--- config.mk ---
export PLATFORM = sky130hd
export DESIGN_NAME = nibble_serial_adder
export DESIGN_NICKNAME = d
export VERILOG_FILES = /design/src/rtl/nibble_serial_adder.sv
export SDC_FILE = /design/constraint.sdc
export NUM_CORES = 1
export LEC_CHECK = 0
export ABC_AREA = 1
export CAP_MARGIN = 40
export CORE_MARGIN = 2
export CORE_UTILIZATION = 40
export CTS_CLUSTER_SIZE = 14
export DETAILED_ROUTE_END_ITERATION = 8
export HOLD_SLACK_MARGIN = 0.02
export PLACE_DENSITY_LB_ADDON = 0.05
export RECOVER_POWER = 50
export SYNTH_ARGS = -nofsm -noshare
export SYNTH_HDL_FRONTEND = slang
export SYNTH_HIERARCHICAL = 1
export SYNTH_SLANG_ARGS = --single-unit
export TNS_END_PERCENT = 30
--- constraint.sdc ---
create_clock -name clk -period 6.4 [get_ports clk]
set_input_delay 1.28 -clock clk [delete_from_list [all_inputs] [get_ports clk]]
set_output_delay 1.28 -clock clk [all_outputs]
set_load 0.05 [all_outputs]
--- src/rtl/nibble_serial_adder.sv ---
// Bit-serial-by-nibble adder: W = 4*NIBBLES operands summed one nibble per clock
// through a 4-bit ripple adder, with the carry registered between nibbles.

module four_bitadderD (
    input  logic [3:0] a_i,
    input  logic [3:0] b_i,
    input  logic       cin_i,
    output logic [3:0] s_o,
    output logic       cout_o
);
    logic [4:0] c;

    assign c[0] = cin_i;
    for (genvar i = 0; i < 4; i++) begin : g_fa
        assign s_o[i]   = a_i[i] ^ b_i[i] ^ c[i];
        assign c[i+1]   = (a_i[i] & b_i[i]) | (c[i] & (a_i[i] ^ b_i[i]));
    end
    assign cout_o = c[4];
endmodule

module nibble_serial_adder #(
    parameter int NIBBLES = 4
) (
    input  logic                 clk,
    input  logic                 rst_n,
    input  logic                 in_valid,
    output logic                 in_ready,
    input  logic [4*NIBBLES-1:0] a,
    input  logic [4*NIBBLES-1:0] b,
    input  logic                 c_in,
    output logic                 out_valid,
    input  logic                 out_ready,
    output logic [4*NIBBLES-1:0] sum,
    output logic                 c_out,
    output logic                 ovf,
    output logic                 busy
);
    localparam int W  = 4 * NIBBLES;
    localparam int IW = (NIBBLES > 1) ? $clog2(NIBBLES) : 1;
    localparam logic [IW-1:0] LAST = IW'(NIBBLES - 1);

    localparam logic [1:0] S_IDLE = 2'd0;
    localparam logic [1:0] S_ADD  = 2'd1;
    localparam logic [1:0] S_DONE = 2'd2;

    logic [1:0]    state_q, state_d;
    logic [W-1:0]  a_q, a_d, b_q, b_d;
    logic [W-1:0]  acc_q, acc_d;
    logic [W-1:0]  sum_q, sum_d;
    logic          carry_q, carry_d;
    logic [IW-1:0] idx_q, idx_d;
    logic          a_msb_q, a_msb_d, b_msb_q, b_msb_d;
    logic          c_out_q, c_out_d;
    logic          ovf_q, ovf_d;

    logic [3:0]    add_s;
    logic          add_co;
    logic [W-1:0]  acc_shift;

    four_bitadderD u_add (
        .a_i   (a_q[3:0]),
        .b_i   (b_q[3:0]),
        .cin_i (carry_q),
        .s_o   (add_s),
        .cout_o(add_co)
    );

    // New nibble enters at the top; after NIBBLES shifts nibble 0 sits at the bottom.
    assign acc_shift = (acc_q >> 4) | (W'(add_s) << (W - 4));

    always_comb begin
        state_d = state_q;
        a_d     = a_q;
        b_d     = b_q;
        acc_d   = acc_q;
        sum_d   = sum_q;
        carry_d = carry_q;
        idx_d   = idx_q;
        a_msb_d = a_msb_q;
        b_msb_d = b_msb_q;
        c_out_d = c_out_q;
        ovf_d   = ovf_q;
        case (state_q)
            S_IDLE: begin
                if (in_valid) begin
                    a_d     = a;
                    b_d     = b;
                    acc_d   = '0;
                    carry_d = c_in;
                    idx_d   = '0;
                    a_msb_d = a[W-1];
                    b_msb_d = b[W-1];
                    state_d = S_ADD;
                end
            end
            S_ADD: begin
                a_d     = a_q >> 4;
                b_d     = b_q >> 4;
                acc_d   = acc_shift;
                carry_d = add_co;
                idx_d   = idx_q + IW'(1);
                if (idx_q == LAST) begin
                    // Published result only updates here, so it holds across later ops.
                    sum_d   = acc_shift;
                    c_out_d = add_co;
                    ovf_d   = (a_msb_q == b_msb_q) && (add_s[3] != a_msb_q);
                    idx_d   = '0;
                    state_d = S_DONE;
                end
            end
            S_DONE: begin
                if (out_ready) state_d = S_IDLE;
            end
            default: state_d = S_IDLE;
        endcase
    end

    always_ff @(posedge clk or negedge rst_n) begin
        if (!rst_n) begin
            state_q <= S_IDLE;
            a_q     <= '0;
            b_q     <= '0;
            acc_q   <= '0;
            sum_q   <= '0;
            carry_q <= 1'b0;
            idx_q   <= '0;
            a_msb_q <= 1'b0;
            b_msb_q <= 1'b0;
            c_out_q <= 1'b0;
            ovf_q   <= 1'b0;
        end else begin
            state_q <= state_d;
            a_q     <= a_d;
            b_q     <= b_d;
            acc_q   <= acc_d;
            sum_q   <= sum_d;
            carry_q <= carry_d;
            idx_q   <= idx_d;
            a_msb_q <= a_msb_d;
            b_msb_q <= b_msb_d;
            c_out_q <= c_out_d;
            ovf_q   <= ovf_d;
        end
    end

    assign in_ready  = (state_q == S_IDLE);
    assign busy      = (state_q == S_ADD);
    assign out_valid = (state_q == S_DONE);
    assign sum       = sum_q;
    assign c_out     = c_out_q;
    assign ovf       = ovf_q;
endmodule

== Yosys cells after proc, flatten, opt, wreduce, memory -nomap -nowiden ==
Index checks and enable logic that the tools add are counted.
Storage, ports and cells
  bits in registers: 73
  input bits: 37
  output and inout port bits: 21
  logic and storage cells: 63
Operators by class
  add/sub/neg operators: 1
  eq/ne operators: 8
  muxes and demuxes: 15
  bitwise operators: 21
  reduce and logical (&&, ||, !) cells: 7
Operators with widths (count)
  case mux 16 bit (2 select lines): 3
  two-way mux 16 bit: 3
  OR 12 x 16 -> 16 bit: 1
  two-way mux 2 bit: 5
  bitwise AND 1 bit: 8
  XOR 1 bit: 8
  case mux 2 bit (3 select lines): 1
  AND reduction 2 bit: 3
  == test 2 bit, second input constant: 2
  != test 2 x 1 -> 1 bit, second input constant: 2
  OR 1 bit: 4
  case mux 2 bit (2 select lines): 1
  AND reduction 3 bit: 1
  adder 2 x 1 -> 2 bit, second input constant: 1
  == test 2 x 1 -> 1 bit, second input constant: 1
  zero test 2 bit: 1
  != test 2 bit, second input constant: 1
  case mux 1 bit (2 select lines): 1
  nonzero test 2 bit: 1
  == test 1 bit: 1
  logical AND 1 bit: 1
  two-way mux 1 bit: 1
  != test 1 bit: 1

== Longest topological paths before layout ==
Gate-level depths: netlist (run 1).
  word-level depth: 10
  depth in mapped cells: 13
  mapped depth without buffers: 13

== Cells and area by module ==
Netlist (run 1), hierarchy kept.
Modules (own cells, without submodules)
  nibble_serial_adder: instances 1, cells each 371, area an instance 3039.2 um^2, seq. area each 1726.7 um^2
  four_bitadderD: instances 1, cells each 14, area an instance 117.6 um^2, seq. area each 0.0 um^2

== Worst setup path before layout (run 1) ==
Ideal clock, no wire load.
  kind: register to output
  from: register state_q[1]
  to: output port out_valid
  arrival time: 1.457 ns
  required time: 5.120 ns
  slack: 3.663 ns
  stages on the path, launching flop included: 5
  path buffers: 2
  cells stage by stage: dfrtp_1 > inv_2 > buf_6 > clkbuf_1 > nor2_1
Between the ends
  longest elaborated chain between the ends: 1
RTL lines
  start, declared: RTL line 46  | logic [1:0] state_q, state_d;
  start signal, assigned: RTL line 132  | state_q <= state_d;
  == test 2 bit: RTL line 148  | assign out_valid = (state_q == S_DONE);
  end, declared: RTL line 31  | output logic out_valid,
Every way passes these cells.

== Worst setup path in the final report (run 1) ==
  from: register state_q[0]
  to: output port busy
Between the ends
  longest elaborated chain between the ends: 1
RTL lines
  == test 2 x 1 -> 1 bit: RTL line 147  | assign busy = (state_q == S_ADD);
  end, declared: RTL line 36  | output logic busy
Every way passes these cells.

==> run summary, run 1 <==
The flow ran to the end, but the final reports show violations. The checks that failed: capacitance limit, slew limit. The longest clock path from root to sink contains 2 buffers. The die is between 90 and 100 um wide. The final worst-path setup slack came out at between 1.5 and 2 ns. 0 antenna diodes ended up in the layout. The length of the first detailed-routing pass in iterations is 4. The number of nets still failing antenna checks after routing came out at 0. The wire length on met3 is 267 um.

Timing analysis after detailed placement gives a worst setup slack of 3.22 ns. The setup fix buffers added after clock tree synthesis is 0. The number of global-route vias before repair came out at approximately 2,400.

The initialized floorplan defines 32 standard-cell rows. The number of endpoints failing setup at the final stage came out at 0. The post-route netlist has under 10% of its cells at a drive strength greater than 1. In the routed design, unresolved DRC markers number 0. In this run, the number of DRC markers left after iteration 0 of detailed routing was about 120.

The slew at the pin closest to its max-slew limit came out at 1.61 ns. The max-slew violation count is 32. The final critical delay including setup and external delays is ~4.5 ns. The height of the die came out at a little over 90 um.

The ratio of final minimum period to clock period came out at between 60% and 70%. The effective utilization at floorplan is between 40% and 50%. In the layout the commonest cells are 192 x nand2_1, 69 x dfrtp_1, 56 x clkdlybuf4s50_1, 32 x nand3_1, 29 x o21ai_0. For this design the ratio of total power to cell area is around 500 nW/um^2. The length of routed wiring on met1 is around 3.2 mm. The met2 layer wire length in the routed design came out at ~2.8 mm. The quantity of I/O buffers inserted on ports came out at 57. The number of gates resized after CTS came out at 0. The top layer used by detailed routing is met4.

The number of H-tree levels is 3. The total area inside the core boundary comes to 7690 sq um. Setup repair after global routing left no endpoint under its margin.

The number of nets in the synthesized netlist is 427. The sequential area share after synthesis is a little over half. Clock tree synthesis inserted a total of 9 buffers. Counting the fill cells in the layout gives 801. The number of antenna violations at the first check in global routing came out at 0. The cell count after synthesis is 385. In this run the clock root is driven by a clkbuf_8.

The number of library cell types mapped by synthesis came out at 19. From synthesis to final layout, the design area changed by 24.1%. The final cell count without fillers is approximately 540.

Using the TritonRoute via totals, the vias-per-cell ratio works out to around 4.7. The class of the most critical setup path is reg2out. The reported leakage power is approximately 2.0 nW. The post-synth design cell area is approximately 3200 sq um. STA classifies the critical path endpoint as a primary output. After detailed placement, the design holds a cell count of around 530. Clock-pin slew was measured on the worst setup and hold paths at ~0.08 ns. Max-cap violations in this run came to 1. TritonCTS built the clock tree. 58 I/O pins were placed.

The clock latency reported for the late side of the worst-skew pair came out at about 0.34 ns. STA puts the critical path data arrival time at 3.19 ns. The number of sinks on the clock net is between 60 and 70. The maximum VDD drop came out at approximately 0.29 mV. The largest clock skew in the final design is around 0.014 ns. Dividing the detail-routed wire length by the instance count gives approximately 12 um. The post-layout net count is 479. Based on the critical path, the design can be clocked at up to roughly 220 MHz. The overall die area came out at approximately 8600 sq um.

The hold violation total from the final report came out at 0. The critical path data required time is between 5 and 6 ns. The worst pin sits at a relative slew slack of -7.33%.

The first global-routing pass estimated approximately 11 mm of wire. The total power is ~2 mW. STA classifies the critical path startpoint as a flip-flop. A synthesized cell averages between 8 and 9 sq um. The total overflow left after global routing is 0. The placer congestion estimate came out at 0.731. The top fanout value on the critical path is 31. The class of the tightest hold or removal check is reg2reg. The total wire length after detailed routing is 6.48 mm. The all-layer global routing usage came out at about 16%.

The most common cell after layout, fill and taps aside is nand2_1. The via count of the routed design is 2,527. The HPWL reported at the end of detailed placement is between 4 and 5 mm.

The aggregate negative setup slack came out at 0 ns. Entering global routing, the biggest net connects 53 pins. The number of synthesized register bits came out at 69. The number of warnings printed during yosys synthesis is 6. The count of hold buffers inserted by post-cts repair came out at 0.
==> worst max-delay path, cell delays in order (launching register included) <==
cell and delay [ns]:
dfrtp_1 0.32, clkbuf_1 1.16, clkinv_1 0.21, nor2_1 0.29
clkdlybuf4s50_1 0.86
==> final timing paths <==
| check | from | slack, ns | cells past startpoint | to |
|---|---|---|---|---|
| worst min-delay path | acc_q[4] | 0.47 | 2 | sum[0] |
| worst min register to register | acc_q[4] | 0.47 | 2 | sum[0] |
| max in group asynchronous | rst_n | 4.40 | 3 | a_q[4] |
| min in group asynchronous | rst_n | 1.20 | 2 | sum[3] |
| worst max-delay path | state_q[0] | 1.93 | 4 | busy |
| worst max register to register | state_q[0] | 3.32 | 7 | sum[9] |
==> per-stage QoR <==
stage / area [sq um] / utilization (%) / hold WS (ns)
after floorplan: 3160 / - / 0.442
after global placement: 3740 / 48.7 / 0.457
after detailed placement: 3790 / 49.3 / 0.461
after CTS: 3940 / 51.3 / 0.477
after global routing: 3920 / 51.0 / 0.491
final: 3920 / 51.0 / 0.473
==> final cells by class <==
| class | count | area (sq um) | share of cell area [%] |
|---|---|---|---|
| repair buffers | 62 | 612 | 15.6 |
| inverters | 28 | 105 | 2.68 |
| multi-input cells | 267 | 1190 | 30.3 |
| flip-flops and latches | 69 | 1730 | 44.1 |
| well taps | 102 | 128 | 3.26 |
| clock inverters | 4 | 26.3 | 0.671 |
| clock buffers | 11 | 131 | 3.35 |
==> logic make-up after synthesis <==
logic type / Yosys count / share of synthesized area, %
AND/OR/NAND/NOR: 231 / 29.6
adder cells (fa/ha/maj): 5 / 2.93
flip-flops: 69 / 54.7
AO/OA/AOI/OAI: 31 / 5.11
buffers and inverters: 49 / 7.65
==> report_power, final <==
| group | leakage, nW | switching (mW) | internal (mW) |
|---|---|---|---|
| sequential | 0.890 | 0.100 | 0.627 |
| clock | 0.0792 | 0.158 | 0.138 |
| combinational | 1.04 | 0.677 | 0.315 |
| total | 2.01 | 0.935 | 1.08 |
==> registers in the layout, indices dropped and copies added, names as in the netlist <==
| register | count |
|---|---|
| a_msb_q | 1 |
| a_q | 16 |
| acc_q | 12 |
| b_msb_q | 1 |
| b_q | 16 |
| c_out | 1 |
| carry_q | 1 |
| idx_q | 2 |
| ovf | 1 |
| state_q | 2 |
| sum | 16 |
==> per-layer routing <==
| metal | vias to the layer above | global-route usage [%] |
|---|---|---|
| li1 | 1285 | - |
| met1 | 1171 | 21.8 |
| met2 | 58 | 25.3 |
| met3 | 13 | 3.17 |
| met4 | 0 | 8.46 |
| met5 | - | 0 |
==> synth_stat cells <==
library cell | n | share of area [%]
clkbuf_2 | 1 | 0.16
fa_1 | 4 | 2.5
inv_2 | 3 | 0.36
nor2_1 | 2 | 0.24
o31ai_1 | 1 | 0.24
nand3_1 | 32 | 5.1
inv_1 | 25 | 3.0
nand2_1 | 192 | 23
nor2_4 | 1 | 0.36
clkbuf_1 | 1 | 0.12
ha_1 | 1 | 0.40
nand2_4 | 2 | 0.71
dfrtp_1 | 69 | 55
buf_4 | 3 | 0.71
buf_2 | 12 | 1.9
buf_6 | 4 | 1.4
o21ai_2 | 1 | 0.28
o21ai_0 | 29 | 4.6
nor2_2 | 2 | 0.40
No activity file was read; power rests on OpenSTA's default activity.
==> run 2, diff against run 1 <==
==> constraint.sdc (replaced) <==
create_clock -name clk -period 3.65 [get_ports clk]
set_input_delay 0.73 -clock clk [delete_from_list [all_inputs] [get_ports clk]]
set_output_delay 0.73 -clock clk [all_outputs]
set_load 0.05 [all_outputs]
==> run summary, run 2 (synthesis gave the netlist of run 1 again) <==
After clock tree synthesis, the clock-pin slew on the worst setup and hold paths is 0.07 ns. The clock latency reported for the late side of the worst-skew pair is ~0.34 ns. The number of antenna violations at the first check in global routing came to 0. The finished cells cover approximately 4000 sq um. The number of gates resized after CTS came out at 0. The number of global-route vias before repair is about 2,600. The quantity of I/O buffers inserted on ports came out at 57. The worst setup path is launched from a flip-flop. The cell depth of the worst flop-to-flop path came out at 13. At the end of the flow, the number of nets in the layout was 479. The width of the die came out at between 90 and 100 um. The most critical setup path has its endpoint at busy.

Detailed placement ended at an HPWL of 4.50 mm. The total congestion overflow after global routing came out at 0. For this run, the share of the core covered by cells in the final layout is 51.6%. The run finished, with violations left. The first global-routing pass estimated between 10 and 15 mm of wire. Traced cell by cell, the critical path runs through buf_4, inv_1, nor2_1, clkdlybuf4s50_1. The maximum count of clock buffers along a single path is 2.

The final-layout worst hold slack came out at 0.471 ns. The kind of end point of the critical path is a primary output. Setup repair after global routing left no endpoint under its margin. The final critical delay including setup and external delays is 2.89 ns.

The core area came out at between 7000 and 8000 sq um. Entering global routing, the biggest net connects between 40 and 50 pins. TritonCTS built the clock tree. The repair_antennas step left the layout with diodes totalling 0. The overall die area came out at 8620 sq um.

The largest clock skew in the final design came out at about 0.0057 ns. The via count of the routed design came out at ~2,600. The number of H-tree levels is 3. The areal power density over the cells is ~950 nW/um^2. In the global route stage, overall resource usage came out at between 15 and 20%. The max-slew violation count was 33.

The reported leakage power is approximately 2 nW. For this configuration, the core starts out at a cell density of approximately two fifths. In this design, the largest share of critical-path delay is due to buffers and inverters. In the final routed layout, each cell accounts on average for 12.5 um. The length of the first detailed-routing pass in iterations came out at 4. The mean number of vias per cell is between 4 and 5. The critical path arrival is about 2.2 ns. The count of buffering cells on the critical path with inverters included came out at 3.

Counting buffers and inverters, the worst setup path is 4 cells deep. The slew at the pin closest to its max-slew limit is approximately 1.7 ns. The count of hold buffers inserted by post-cts repair is 0. The worst hold path belongs to the class reg2reg. The number of endpoints failing setup at the final stage is 0.

The top-level I/O count is 58. The checks that failed: capacitance limit, slew limit. The maximum VDD drop came out at between 0.2 and 0.3 mV. The number of nets still failing antenna checks after routing is 0. The aggregate negative setup slack came out at 0 ns.

Along the worst path, the maximum fanout reaches 30. The post-route netlist has approximately 5.2% of its cells at a drive strength greater than 1. The reg2reg setup slack came out at roughly 1.3 ns.

The number of placement rows is 32. The critical path in this run is classified as reg2out. The total wire length after detailed routing is slightly below 7 mm. The worst register-to-register path begins at a_q[0]. Buffers inserted during clock tree synthesis total 9. The critical path data required time came out at 2.92 ns. The relative area change from synthesis to final layout is 25.8%. The tool flagged a number of max-cap violations equal to 1. Leaving out fill and tap cells, the most frequent cells in the layout are 193 x nand2_1, 69 x dfrtp_1, 55 x clkdlybuf4s50_1, 32 x nand3_1, 29 x o21ai_0. The most critical setup path has its startpoint at state_q[0]. The number of remaining DRC errors came out at 0.

The hold violation total from the final report was 0. The worst stage delay on the critical path came out at roughly 0.85 ns. The most common cell after layout, fill and taps aside is nand2_1. The first routing iteration left ~140 violations. The post-detailed-placement cell area is around 3800 sq um. Of the available clock period, the critical path in the final layout requires around four fifths.

The height of the die is 92.8 um. The maximum operating frequency is 346 MHz. The number of sinks on the clock net came out at 69. Buffers added to address setup during post-CTS repair amount to 0. For this design, the slowest cell found on the critical path is clkdlybuf4s50_1. The endpoint identified for the worst register-to-register timing path is ovf. The placer congestion estimate is 0.730. The relative max-transition margin is -16.1%. The tree is rooted in a clkbuf_8.
[run 2: worst register-to-register path: cells and delay by family (launching register included)]
family / cells / cell delay, ns
flops: 1 / 0.41
buf+inv: 5 / 0.35
fa+ha+maj: 4 / 1.34
simple gates: 4 / 0.21
[run 2: where the power goes]
part	switching, mW	leakage [nW]	internal [mW]
Combinational	1.19	1.03	0.553
Sequential	0.184	0.890	1.10
Clock	0.296	0.116	0.454
Total	1.67	2.04	2.11
[run 2: area by class of cell]
type	instances	area, sq um
Fill cell	813	3720
Sequential cell	69	1730
Multi-Input combinational cell	267	1180
Timing Repair Buffer	62	591
Clock buffer	10	128
Tap cell	102	128
Clock inverter	6	111
Inverter	28	105
[run 2: worst min-delay path by stage]
stage          startpoint        to  slack [ns]  depth (start not counted)
2_1_floorplan       rst_n   a_msb_q        0.43                          0
3_3_place_gp     acc_q[7]    sum[3]        0.45                          2
3_5_place_dp      a_q[12]   a_q[12]        0.46                          2
4_1_cts             rst_n  acc_q[7]        0.30                          1
5_1_grt           b_q[13]   b_q[13]        0.50                          2
6_report          a_q[12]   a_q[12]        0.47                          2
[run 2: layer usage]
| metal | wire (um) | part of all wire [%] | vias up | track usage [%] |
|---|---|---|---|---|
| met5 | 0 | 0 | - | 0 |
| met4 | 125 | 1.8 | 0 | 6.62 |
| met3 | 230 | 3.4 | 9 | 3.50 |
| met2 | 3210 | 47 | 49 | 29.0 |
| met1 | 3270 | 48 | 1228 | 24.1 |
| li1 | - | - | 1288 | - |
[run 2: metrics by stage]
| step | instances | power (mW) | worst slack [ns] |
|---|---|---|---|
| 6_report | 544 | 3.78 | 0.763 |
| 3_3_place_gp | 527 | 3.05 | 1.25 |
| 5_1_grt | 544 | 4.13 | 0.499 |
| 4_1_cts | 544 | 3.85 | 0.861 |
| 3_5_place_dp | 528 | 3.09 | 1.24 |
| 2_1_floorplan | 385 | 2.61 | 1.39 |
